`src/rtl/pipe_alu_hs.sv`:
```
// pipe_alu_hs: two-stage pipelined ALU with valid/ready handshakes on both
// sides and an internal accumulator that can stand in for operand B.
//
// Ports
//   clk          clock, all state on rising edge
//   reset_n      asynchronous active-low reset
//   in_valid_i   operand beat valid
//   in_ready_o   block can accept an operand beat
//   a_i, b_i     operands (b_i ignored when acc_sel_i=1)
//   op_i         0 ADD, 1 SUB, 2 SLL, 3 LSR, 4 AND, 5 OR, 6 XOR, 7 EQL
//   acc_sel_i    use accumulator as operand B
//   acc_clr_i    synchronous accumulator clear
//   out_valid_o  result beat valid
//   out_ready_i  consumer accepts result beat
//   alu_o        result
//   zero_o       result == 0
//   neg_o        result MSB
//   carry_o      ADD carry-out / SUB borrow, 0 for other ops
//   ovf_o        signed overflow for ADD/SUB, 0 for other ops
module pipe_alu_hs #(
    parameter int WIDTH = 8
) (
    input  logic             clk,
    input  logic             reset_n,
    input  logic             in_valid_i,
    output logic             in_ready_o,
    input  logic [WIDTH-1:0] a_i,
    input  logic [WIDTH-1:0] b_i,
    input  logic [2:0]       op_i,
    input  logic             acc_sel_i,
    input  logic             acc_clr_i,
    output logic             out_valid_o,
    input  logic             out_ready_i,
    output logic [WIDTH-1:0] alu_o,
    output logic             zero_o,
    output logic             neg_o,
    output logic             carry_o,
    output logic             ovf_o
);

    localparam int SHW = $clog2(WIDTH);

    typedef enum logic [2:0] {
        OP_ADD = 3'd0,
        OP_SUB = 3'd1,
        OP_SLL = 3'd2,
        OP_LSR = 3'd3,
        OP_AND = 3'd4,
        OP_OR  = 3'd5,
        OP_XOR = 3'd6,
        OP_EQL = 3'd7
    } op_e;

    // Stage 1 registers
    logic             s1_valid_q;
    logic [WIDTH-1:0] s1_a_q;
    logic [WIDTH-1:0] s1_b_q;
    op_e              s1_op_q;
    logic             s1_acc_sel_q;

    // Stage 2 registers
    logic             s2_valid_q;
    logic [WIDTH-1:0] s2_res_q;
    logic             s2_zero_q;
    logic             s2_neg_q;
    logic             s2_carry_q;
    logic             s2_ovf_q;

    logic [WIDTH-1:0] acc_q;

    // Handshake
    logic s2_free;
    logic s1_move;
    logic in_fire;

    assign s2_free    = !s2_valid_q || out_ready_i;
    assign s1_move    = s1_valid_q && s2_free;
    assign in_ready_o = !s1_valid_q || s1_move;
    assign in_fire    = in_valid_i && in_ready_o;

    // Stage 2 combinational compute
    logic [WIDTH-1:0] op_b;
    logic [WIDTH:0]   sum_w;
    logic [WIDTH:0]   diff_w;
    logic [SHW-1:0]   shamt;
    logic [WIDTH-1:0] res_d;
    logic             carry_d;
    logic             ovf_d;

    // The accumulator always holds the previous beat's result, so reading it
    // here (at compute time) gives back-to-back accumulation with no hazard.
    assign op_b   = s1_acc_sel_q ? acc_q : s1_b_q;
    assign sum_w  = {1'b0, s1_a_q} + {1'b0, op_b};
    assign diff_w = {1'b0, s1_a_q} - {1'b0, op_b};
    assign shamt  = op_b[SHW-1:0];

    always_comb begin
        res_d   = '0;
        carry_d = 1'b0;
        ovf_d   = 1'b0;
        case (s1_op_q)
            OP_ADD: begin
                res_d   = sum_w[WIDTH-1:0];
                carry_d = sum_w[WIDTH];
                ovf_d   = (s1_a_q[WIDTH-1] == op_b[WIDTH-1]) &&
                          (res_d[WIDTH-1] != s1_a_q[WIDTH-1]);
            end
            OP_SUB: begin
                res_d   = diff_w[WIDTH-1:0];
                carry_d = diff_w[WIDTH];
                ovf_d   = (s1_a_q[WIDTH-1] != op_b[WIDTH-1]) &&
                          (res_d[WIDTH-1] != s1_a_q[WIDTH-1]);
            end
            OP_SLL: res_d = s1_a_q << shamt;
            OP_LSR: res_d = s1_a_q >> shamt;
            OP_AND: res_d = s1_a_q & op_b;
            OP_OR:  res_d = s1_a_q | op_b;
            OP_XOR: res_d = s1_a_q ^ op_b;
            OP_EQL: res_d[0] = (s1_a_q == op_b);
        endcase
    end

    always_ff @(posedge clk or negedge reset_n) begin
        if (!reset_n) begin
            s1_valid_q   <= 1'b0;
            s1_a_q       <= '0;
            s1_b_q       <= '0;
            s1_op_q      <= OP_ADD;
            s1_acc_sel_q <= 1'b0;
        end else if (in_fire) begin
            s1_valid_q   <= 1'b1;
            s1_a_q       <= a_i;
            s1_b_q       <= b_i;
            s1_op_q      <= op_e'(op_i);
            s1_acc_sel_q <= acc_sel_i;
        end else if (s1_move) begin
            s1_valid_q   <= 1'b0;
        end
    end

    // Flags are registered rather than decoded from alu_o so that reset can
    // hold every flag at 0 even though the reset result is 0.
    always_ff @(posedge clk or negedge reset_n) begin
        if (!reset_n) begin
            s2_valid_q <= 1'b0;
            s2_res_q   <= '0;
            s2_zero_q  <= 1'b0;
            s2_neg_q   <= 1'b0;
            s2_carry_q <= 1'b0;
            s2_ovf_q   <= 1'b0;
        end else if (s1_move) begin
            s2_valid_q <= 1'b1;
            s2_res_q   <= res_d;
            s2_zero_q  <= (res_d == '0);
            s2_neg_q   <= res_d[WIDTH-1];
            s2_carry_q <= carry_d;
            s2_ovf_q   <= ovf_d;
        end else if (out_ready_i) begin
            s2_valid_q <= 1'b0;
        end
    end

    // A result produced on the same edge as a clear takes priority.
    always_ff @(posedge clk or negedge reset_n) begin
        if (!reset_n) begin
            acc_q <= '0;
        end else if (s1_move) begin
            acc_q <= res_d;
        end else if (acc_clr_i) begin
            acc_q <= '0;
        end
    end

    assign out_valid_o = s2_valid_q;
    assign alu_o       = s2_res_q;
    assign zero_o      = s2_zero_q;
    assign neg_o       = s2_neg_q;
    assign carry_o     = s2_carry_q;
    assign ovf_o       = s2_ovf_q;

endmodule

```
`config.mk`:
```
export PLATFORM = sky130hd
export DESIGN_NAME = pipe_alu_hs
export DESIGN_NICKNAME = d
export VERILOG_FILES = /design/src/rtl/pipe_alu_hs.sv
export SDC_FILE = /design/constraint.sdc
export NUM_CORES = 1
export LEC_CHECK = 0
export ABC_AREA = 1
export BUFFER_PORTS_ARGS = -buffer_cell sky130_fd_sc_hd__buf_2
export CAP_MARGIN = 20
export CORE_UTILIZATION = 60
export DETAILED_ROUTE_END_ITERATION = 10
export PLACE_DENSITY = 0.8
export SYNTH_ARGS = -nofsm -noshare
export SYNTH_HDL_FRONTEND = slang
export SYNTH_SLANG_ARGS = --single-unit
```
`constraint.sdc`:
```
create_clock -name clk -period 2.6 [get_ports clk]
set_input_delay 0.13 -clock clk [delete_from_list [all_inputs] [get_ports clk]]
set_output_delay 0.13 -clock clk [all_outputs]
set_load 0.01 [all_outputs]
```
==> run_results.csv, run 1 <==
group,metric,value,unit
placement,numPortBuffers,38,
critical_path,crit_chain,"buf_12 > nand2_1 > o21ai_0 > buf_4 > ha_1 > nand2_1 > o21ai_2 > nand2_1 > nand3_1 > nand3_1 > o21ai_0 > o21ai_0",
synthesis,synthTopCellsByCount,"141 x nand2_1, 77 x nand3_1, 52 x inv_1",
die,die_h,77.9,um
cells_and_area,area.growth.synth_to_final,18.8,%
critical_path,cp.buffers_inverters,2,
clock_network,htreeDepth,2,
die,die_area,6070,um^2
run,cap_viol_max_count,0,
run_status,outcome,"finished, final reports clean",
sta,tightest_slew,0.918,ns
synthesis,avgSynthCellArea,6.83,um^2
pwr,power_frac_comb,62.1,%
critical_path,cp_num_cells,12,
synthesis,yosys.area.top_type,"dfrtp_1",
synthesis,yosysWarnings,0,
global_routing,grt_max_degree,42,
critical_path,crit_start,"s1_acc_sel_q",
pwr,swShare,47.3,%
cells_and_area,diodes,0,
critical_path,cp.arrival,2.61,ns
sta,maxSlewViolCount,0,
sta,worst_clock_skew,0.0121,ns
detailed_routing,drc,0,
critical_path,path_delay_family,"compound AO/OA/AOI/OAI gates",
sta,setup_tns,0,ns
clock_network,ctsRootBufferMaster,"clkbuf_8",
synthesis,mappedNetlistArea,3450,um^2
synthesis,synth_top_area_share,29.7,%
clock_network,clk_path_buf_depth,2,
pwr,seq_power_share,24.7,%
clock_network,clk_latency,0.30,ns
synthesis,syn-num-nets,561,
synthesis,synth_ff_type,"dfrtp_1",
placement,gp_congestion,0.987,
detailed_routing,wl_per_cell,15.5,um
worst_hold_path,hp-class,"input port to flop",
critical_path,critPathSlowestCell,"dfrtp_1",
placement,pre_cts_slack,0.0423,ns
critical_path,slowest_delay,0.40,ns
sta,hold_ws,0.0520,ns
cells_and_area,fin_nets,631,
pwr,internal-power,1.96,mW
cells_and_area,design_area,4100,um^2
critical_path,crit_fanout,18,
synthesis,synthTopCellsByArea,"dfrtp_1 30%, nand2_1 15%, nand3_1 11%, ha_1 10%, inv_1 5.7%",
synthesis,synth-edff-count,0,
sta,period_share,93.7,%
pwr,ir_worst_vdd,0.644,mV
cells_and_area,fill_cells,482,
global_routing,grt_pass1_vias,3544,
pwr,power_per_cell_area,907,nW/um^2
detailed_routing,dr.pass1.iters,6,
global_routing,grt_pass1_wl,16.5,mm
detailed_routing,vias,3721,
pwr,power_switching,1.76,mW
global_routing,grt-ovfl-total,0,
die,die_w,77.9,um
sta,max_freq,410,MHz
critical_path,r2r_slack,0.16,ns
clock_network,cts_buffers,5,
detailed_routing,drtAntennaViolNets,0,
detailed_routing,via_per_inst,5.73,
placement,placed_area,3950,um^2
critical_path,crit_path_start_kind,"flop",
synthesis,ys_types,35,
clock_network,cts.reportedPaths.clkPinSlew,0.09,ns
global_routing,antenna_found_initial,0,
sta,hold_viol_final,0,
critical_path,r2r-end,"acc_q[4]",
die,io_pins,39,
synthesis,synthCells,506,
global_routing,grt.total_usage,35.8,%
cells_and_area,drive_gt1_share,21.0,%
pwr,clkPwrFrac,13.2,%
die,coreArea,5540,um^2
critical_path,end_kind,"flop",
die,rows,27,
critical_path,worstRegToRegCells,12,
critical_path,r2r-start,"s1_acc_sel_q",
sta,setup_viol,0,
clock_network,cts_tree,"done",
critical_path,cp.required,2.78,ns
synthesis,ys_seq_elements,41,
sta,rsz0062_at_grt,"no",
synthesis,seq_area_frac_synth,29.7,%
detailed_routing,drt-total-wl,10.0,mm
sta,maxSlewHeadroom,38.8,%
clock_network,clock_sinks,41,
critical_path,critPathKind,"flop to flop",
sta,period_minus_slack,2.44,ns
placement,post-dp-hpwl,8.12,mm
synthesis,ys_async_sr_fraction,100,%
clock_network,cts_setup_buffers,0,
critical_path,endpoint,"acc_q[4]",
pwr,p_leak,2.20,nW
detailed_routing,first_iter_violations,330,
synthesis,yosysMostFrequentCell,"nand2_1",
sta,setup_slack,0.163,ns
die,floorplan.initialDensity,62.4,%
[cells in the final DEF (no fill, tap or decap), types with 3 or more instances in the layout]
cell type / n
inv_2: 5
nor2_2: 3
nor2_1: 44
inv_1: 52
nand4_1: 9
a21oi_1: 28
clkbuf_8: 7
o21ai_1: 3
buf_4: 37
o21ai_0: 22
nand2_1: 141
mux2_2: 7
ha_1: 25
buf_2: 38
or2_2: 5
nand3_1: 77
o211ai_1: 3
dfrtp_1: 41
[logic make-up after synthesis]
group,Yosys count,share of synthesized area (%)
xor+xnor,1,0.254
fa+ha+maj,30,11.3
flops,41,29.7
buf+inv,72,8.76
mux,7,2.28
compound gates,65,10.6
simple gates,290,37.1
[per-stage QoR]
stage          total power [mW]  util [%]  instances
2_1_floorplan              2.33         -        506
3_3_place_gp               3.09      71.3        640
3_5_place_dp               3.15      71.3        640
4_1_cts                    3.64      73.4        649
5_1_grt                    4.01      74.1        649
6_report                   3.72      74.1        649
[power by group through the flow]
stage,Combinational (mW),Sequential (mW),Clock (mW)
2_1_floorplan,1.39,0.932,0
3_3_place_gp,2.17,0.917,0
3_5_place_dp,2.22,0.929,0
4_1_cts,2.23,0.916,0.491
5_1_grt,2.56,0.934,0.515
6_report,2.31,0.919,0.492
[per-layer routing]
metal | routed length, um | track usage, % | up-vias
li1 | - | - | 1796
met1 | 4120 | 44.6 | 1684
met2 | 4690 | 58.6 | 207
met3 | 886 | 9.53 | 34
met4 | 334 | 14.5 | 0
met5 | 0 | 0 | -
[timing repair]
action                                  in CTS  in global routing
endpoints found under the setup margin       0                 10
hold buffers                                 1                  0
resized for setup                            0                 13
hold endpoints to repair                    18                  0
[registers in the layout, summed over array words and instances, names as in the netlist, 3 cells and up]
| signal | cells |
|---|---|
| s1_a_q | 8 |
| acc_q | 8 |
| s1_op_q | 3 |
| alu_o | 8 |
| s1_b_q | 8 |
[cell type report]
cell class	count	area (um^2)	area share [%]
Clock buffer	7	96.3	2.35
Clock inverter	1	8.76	0.213
Inverter	58	223	5.43
Multi-Input combinational cell	393	2160	52.7
Sequential cell	41	1030	25.0
Tap cell	72	90.1	2.20
Timing Repair Buffer	77	498	12.1
[worst register-to-register path: stages, from the launching register on]
cell,delay [ns]
dfrtp_1,0.40
buf_12,0.16
nand2_1,0.07
o21ai_0,0.09
buf_4,0.18
ha_1,0.34
nand2_1,0.14
o21ai_2,0.20
nand2_1,0.09
nand3_1,0.13
nand3_1,0.11
o21ai_0,0.28
o21ai_0,0.13
[worst min-delay path by stage]
stage | start | endpoint | slack (ns) | cells past startpoint
5_1_grt | b_i[5] | s1_b_q[5] | 0.05 | 2
6_report | b_i[5] | s1_b_q[5] | 0.05 | 2
3_5_place_dp | reset_n | acc_q[5] | 0.32 | 1
3_3_place_gp | reset_n | acc_q[5] | 0.28 | 1
4_1_cts | b_i[5] | s1_b_q[5] | 0.05 | 2
2_1_floorplan | reset_n | acc_q[0] | -0.17 | 0
No activity file was read; power rests on OpenSTA's default activity.
==> run 2: changes to the inputs <==
- clock period: 2.6 -> 2.32 ns (I/O delays scaled with it)
==> run 2 against run 1 <==
Effect of this change: the flow now finishes with violations (negative setup slack); global-route usage rose by 2.9 points; clock skew rose by 0.00095 ns; power rose by 34%; clock power rose by 14%; die area did not move; setup slack got worse by 0.31 ns; worst hold slack got worse by 0.016 ns; largest cell class unchanged.
==> run_results.csv, run 2 (synthesis results as in run 1) <==
group,metric,value,unit
clock_network,cts_buffers,5,
sta,max_freq,405,MHz
placement,post-dp-hpwl,8.31,mm
global_routing,grt_max_degree,42,
critical_path,end_kind,"flop",
clock_network,ctsRootBufferMaster,"clkbuf_8",
die,die_w,77.9,um
die,io_pins,39,
clock_network,clk_path_buf_depth,2,
sta,tightest_slew,0.921,ns
worst_hold_path,hp-class,"input port to flop",
sta,hold_viol_final,0,
pwr,p_leak,2.39,nW
critical_path,crit_path_start_kind,"flop",
critical_path,slowest_delay,0.45,ns
run,cap_viol_max_count,0,
detailed_routing,vias,4027,
critical_path,crit_fanout,8,
clock_network,cts.reportedPaths.clkPinSlew,0.09,ns
run_status,outcome,"complete, but fails checks",
detailed_routing,wl_per_cell,18.3,um
sta,setup_viol,9,
clock_network,htreeDepth,2,
cells_and_area,layout_commonest_cell,"nand2_1",
critical_path,critPathMostFrequentCell,"nand2_1",
run_status,violations,"negative setup slack",
sta,worst_clock_skew,0.0130,ns
detailed_routing,drt-total-wl,12.2,mm
detailed_routing,dr.pass1.iters,5,
clock_network,clock_sinks,41,
global_routing,antenna_found_initial,0,
die,floorplan.initialDensity,62.4,%
sta,maxSlewViolCount,0,
critical_path,critPathSlowestCell,"dfrtp_2",
die,rows,27,
sta,setup_slack,-0.148,ns
cells_and_area,drive_gt1_share,35.1,%
pwr,ir_worst_vdd,0.643,mV
cells_and_area,final_util,84.7,%
clock_network,clk_latency,0.31,ns
sta,rsz0062_at_grt,"yes",
cells_and_area,final_cell_mix,"128 x nand2_1, 63 x nand3_1, 49 x buf_4, 48 x inv_1, 40 x dfrtp_1",
critical_path,crit_chain,"buf_4 > buf_12 > nand2_2 > nand2_4 > fa_2 > nand3_1 > nand2_1 > a21oi_1 > o21ai_2 > o21ai_2 > nor2_2 > nand3_2 > nor2_2 > nand2_1 > nand2_1",
placement,pre_cts_slack,-0.219,ns
critical_path,critPathKind,"flop to flop",
cells_and_area,area.growth.synth_to_final,35.9,%
sta,period_share,106,%
detailed_routing,drtAntennaViolNets,0,
detailed_routing,first_iter_violations,392,
global_routing,grt-ovfl-total,0,
cells_and_area,fin_nets,650,
detailed_routing,drc,0,
sta,maxSlewHeadroom,38.6,%
die,die_area,6070,um^2
placement,gp_congestion,1.04,
critical_path,path_delay_family,"simple AND/OR/NAND/NOR gates",
die,coreArea,5540,um^2
critical_path,cp.required,2.52,ns
global_routing,grt.total_usage,38.6,%
clock_network,cts_tree,"done",
pwr,power_per_cell_area,1060,nW/um^2
detailed_routing,via_per_inst,6.03,
placement,numPortBuffers,38,
sta,period_minus_slack,2.47,ns
cells_and_area,diodes,0,
global_routing,grt_pass1_wl,17.9,mm
die,die_h,77.9,um
pwr,power,4.99,mW
global_routing,grt_pass1_vias,3742,
critical_path,cp.buffers_inverters,2,
critical_path,cp.arrival,2.67,ns
## run 2: changes by cell type in the layout (fill, tap and decap cells not counted), moves of 10 or more
cell,previous run,this run
nand3_2,0,13
ha_1,25,14
nand3_1,77,63
nor2_1,44,34
nand2_1,141,128
buf_4,37,49
ha_4,1,13
o21ai_0,22,7
## run 2: where the power goes
| group | internal, mW | total (mW) | switching [mW] |
|---|---|---|---|
| Clock | 0.275 | 0.561 | 0.285 |
| Sequential | 0.897 | 1.04 | 0.147 |
| Combinational | 1.39 | 3.39 | 2.00 |
## run 2: layer usage
layer	vias up	GRT usage (%)	wire, um
met4	0	11.3	492
met3	63	7.41	1160
met5	-	0	0
met2	284	64.7	5750
met1	1841	50.5	4810
li1	1839	-	-
## run 2: layout make-up
class	count	area [um^2]
clock inverters	1	8.76
repair buffers	96	679
well taps	72	90.1
flip-flops and latches	41	1030
fillers	333	847
clock buffers	7	96.3
multi-input cells	393	2570
inverters	58	223
## run 2: per-stage QoR
stage               TNS [ns]  instance area [um^2]  hold slack, ns  instances
global route           -1.02                  4690          0.0449        668
finish                -0.317                  4690          0.0365        668
CTS                  -0.0724                  4360          0.0305        659
global placement      -0.712                  3990           0.289        645
floorplan                  0                  3450          -0.180        506
detailed placement     -1.02                  3990           0.313        645
## run 2: final timing paths
check,cells after the start,start,end,slack [ns]
max,15,s1_acc_sel_q,zero_o,-0.15
min,2,b_i[1],s1_b_q[1],0.04
max reg2reg,15,s1_acc_sel_q,zero_o,-0.15
min reg2reg,2,alu_o[3],alu_o[3],0.49
max in group asynchronous,2,reset_n,s1_acc_sel_q,1.18
min in group asynchronous,2,reset_n,alu_o[5],0.51
## run 2: what timing repair did
| action | in CTS | in global routing |
|---|---|---|
| pin swaps | 9 | 43 |
| setup buffers | 4 | 11 |
| endpoints found under the hold margin | 33 | 0 |
| hold buffers | 1 | 0 |
| cloned | 1 | 0 |
| resized for setup | 45 | 81 |
| setup endpoints to repair | 14 | 19 |
==> run 3: changes to the inputs <==
- ABC_AREA: 1 -> 0
- CORE_UTILIZATION: 60 -> 59
- PLACE_DENSITY: 0.8 -> 0.79
- SLEW_MARGIN: not set -> 20
==> run 3 against run 2 <==
Effect of this change: the run still ends with negative setup slack left; largest cell class unchanged; flip-flop and latch count is the same; synthesized area is 2.0% lower; core utilization grew 3.2 points; design area is 3.1% higher; critical path depth is 3 lower.
==> run_results.csv, run 3 <==
group,metric,value,unit
placement,numPortBuffers,38,
critical_path,cp.required,2.52,ns
detailed_routing,drc,0,
global_routing,grt_pass1_wl,17.4,mm
detailed_routing,drt-total-wl,13.1,mm
clock_network,cts_buffers,5,
critical_path,r2r_slack,-0.86,ns
sta,hold_viol_final,0,
synthesis,synth_ff_type,"dfrtp_1",
die,floorplan.initialDensity,61.5,%
cells_and_area,area.growth.synth_to_final,43.0,%
detailed_routing,drtAntennaViolNets,0,
clock_network,clock_sinks,41,
global_routing,grt_pass1_vias,3373,
cells_and_area,final_util,87.9,%
synthesis,synthTopCellsByCount,"41 x dfrtp_1, 29 x nand2_1, 28 x ha_1",
clock_network,cts.reportedPaths.clkPinSlew,0.09,ns
global_routing,grt-ovfl-total,0,
critical_path,critPathKind,"flop to flop",
global_routing,antenna_found_initial,0,
detailed_routing,wl_per_cell,23.7,um
sta,max_freq,314,MHz
cells_and_area,diodes,0,
clock_network,ctsRootBufferMaster,"clkbuf_8",
clock_network,htreeDepth,2,
die,coreArea,5510,um^2
detailed_routing,vias,3655,
run_status,outcome,"complete, but fails checks",
clock_network,cts_tree,"done",
sta,rsz0062_at_grt,"yes",
sta,setup_tns,-7.78,ns
synthesis,yosysWarnings,0,
run_status,violations,"negative setup slack",
critical_path,crit_fanout,7,
die,io_pins,39,
die,die_area,6040,um^2
synthesis,synthTopCellsByArea,"dfrtp_1 30%, ha_1 10%, mux2_2 8.0%, mux2i_1 7.4%, nand2_1 3.2%",
global_routing,grt.total_usage,39.1,%
sta,tightest_slew,0.972,ns
cells_and_area,final_cell_mix,"88 x buf_4, 40 x dfrtp_1, 38 x buf_2, 24 x mux2_2, 23 x nand2_1",
critical_path,worstRegToRegCells,12,
worst_hold_path,hold_path_depth,2,
clock_network,clk_latency,0.31,ns
run,cap_viol_max_count,0,
sta,period_share,137,%
global_routing,grt_max_degree,42,
synthesis,synth-edff-count,0,
synthesis,synthCells,353,
cells_and_area,fin_nets,532,
detailed_routing,first_iter_violations,470,
die,die_w,77.7,um
sta,maxSlewHeadroom,35.2,%
die,die_h,77.7,um
synthesis,seq_area_frac_synth,30.3,%
clock_network,clk_path_buf_depth,2,
die,rows,27,
synthesis,synth_top_area_share,30.3,%
detailed_routing,dr.pass1.iters,5,
synthesis,ys_seq_elements,41,
synthesis,yosysMostFrequentCell,"dfrtp_1",
synthesis,ys_types,63,
sta,setup_viol,19,
sta,worst_clock_skew,0.0103,ns
placement,dp.cells,532,
sta,period_minus_slack,3.18,ns
synthesis,syn-num-nets,408,
synthesis,mappedNetlistArea,3380,um^2
cells_and_area,layout_commonest_cell,"buf_4",
synthesis,yosys.area.top_type,"dfrtp_1",
cells_and_area,drive_gt1_share,49.0,%
worst_hold_path,hp-class,"input port to flop",
pwr,p_leak,2.30,nW
synthesis,avgSynthCellArea,9.59,um^2
critical_path,cp.arrival,3.38,ns
sta,maxSlewViolCount,0,
placement,post-dp-hpwl,8.37,mm
placement,gp_congestion,0.983,
critical_path,end_kind,"flop",
pwr,power_per_cell_area,1030,nW/um^2
detailed_routing,via_per_inst,6.65,
cells_and_area,final_cells,550,
sta,setup_slack,-0.863,ns
critical_path,crit_path_start_kind,"flop",
pwr,ir_worst_vdd,0.666,mV
synthesis,ys_async_sr_fraction,100,%
-- run 3: what timing repair did --
action	4_1_cts	5_1_grt
hold endpoints to repair	41	0
setup buffers	5	6
setup endpoints to repair	19	19
pin swaps	12	20
hold buffers	1	0
resized for setup	27	34
-- run 3: report_power, final --
group	leakage [nW]	internal (mW)	total (mW)	switching [mW]
Combinational	1.76	1.62	3.41	1.80
Sequential	0.497	0.892	1.06	0.172
Clock	0.0439	0.208	0.491	0.283
-- run 3: cell families (layout without fill, tap and decap cells) --
kind of cell	Yosys count	in the layout	synth area share (%)
AND/OR/NAND/NOR	99	99	15.1
adder cells (fa/ha/maj)	30	30	11.5
flip-flops	41	41	30.3
buffers and inverters	41	166	5.62
AO/OA/AOI/OAI	80	80	16.8
multiplexers	54	54	18.6
XOR/XNOR	8	8	2.07
-- run 3: worst max-delay path: stages (launching register included) --
cell and delay, ns:
dfrtp_2 0.43, buf_12 0.16, buf_4 0.14, mux2i_4 0.29
inv_1 0.08, ha_1 0.21, mux2i_1 0.19, o22ai_1 0.16
nand2_1 0.12, o221ai_1 0.23, a2111oi_4 0.47, nand2_1 0.19
o31ai_4 0.40
-- run 3: stage by stage --
step,setup WS [ns],hold WS (ns),power [mW],instance area [um^2]
6_report,-0.863,0.0308,4.97,4840
5_1_grt,-1.04,0.0403,5.16,4840
4_1_cts,-0.417,0.0362,4.41,4600
3_5_place_dp,-0.624,0.307,3.70,4340
3_3_place_gp,-0.553,0.287,3.63,4340
2_1_floorplan,-0.527,-0.180,2.63,3500
-- run 3: final timing paths --
kind | start | endpoint
setup / recovery | s1_acc_sel_q | zero_o
hold / removal | a_i[1] | s1_a_q[1]
setup reg to reg | s1_acc_sel_q | zero_o
hold reg to reg | alu_o[5] | alu_o[5]
max in group asynchronous | reset_n | s1_acc_sel_q
min in group asynchronous | reset_n | alu_o[6]
-- run 3: layout make-up --
class                           instances  area (um^2)
Timing Repair Buffer                  136          971
Inverter                               22         87.6
Clock inverter                          3         17.5
Clock buffer                            5         68.8
Fill cell                             261          667
Tap cell                               72         90.1
Sequential cell                        41         1030
Multi-Input combinational cell        271         2580
-- run 3: layer usage --
| metal | vias to the layer above | wire length [um] | track usage, % |
|---|---|---|---|
| met5 | - | 0 | 0 |
| met4 | 0 | 906 | 17.2 |
| li1 | 1536 | - | - |
| met2 | 291 | 6050 | 63.5 |
| met3 | 102 | 1250 | 8.00 |
| met1 | 1726 | 4860 | 50.3 |
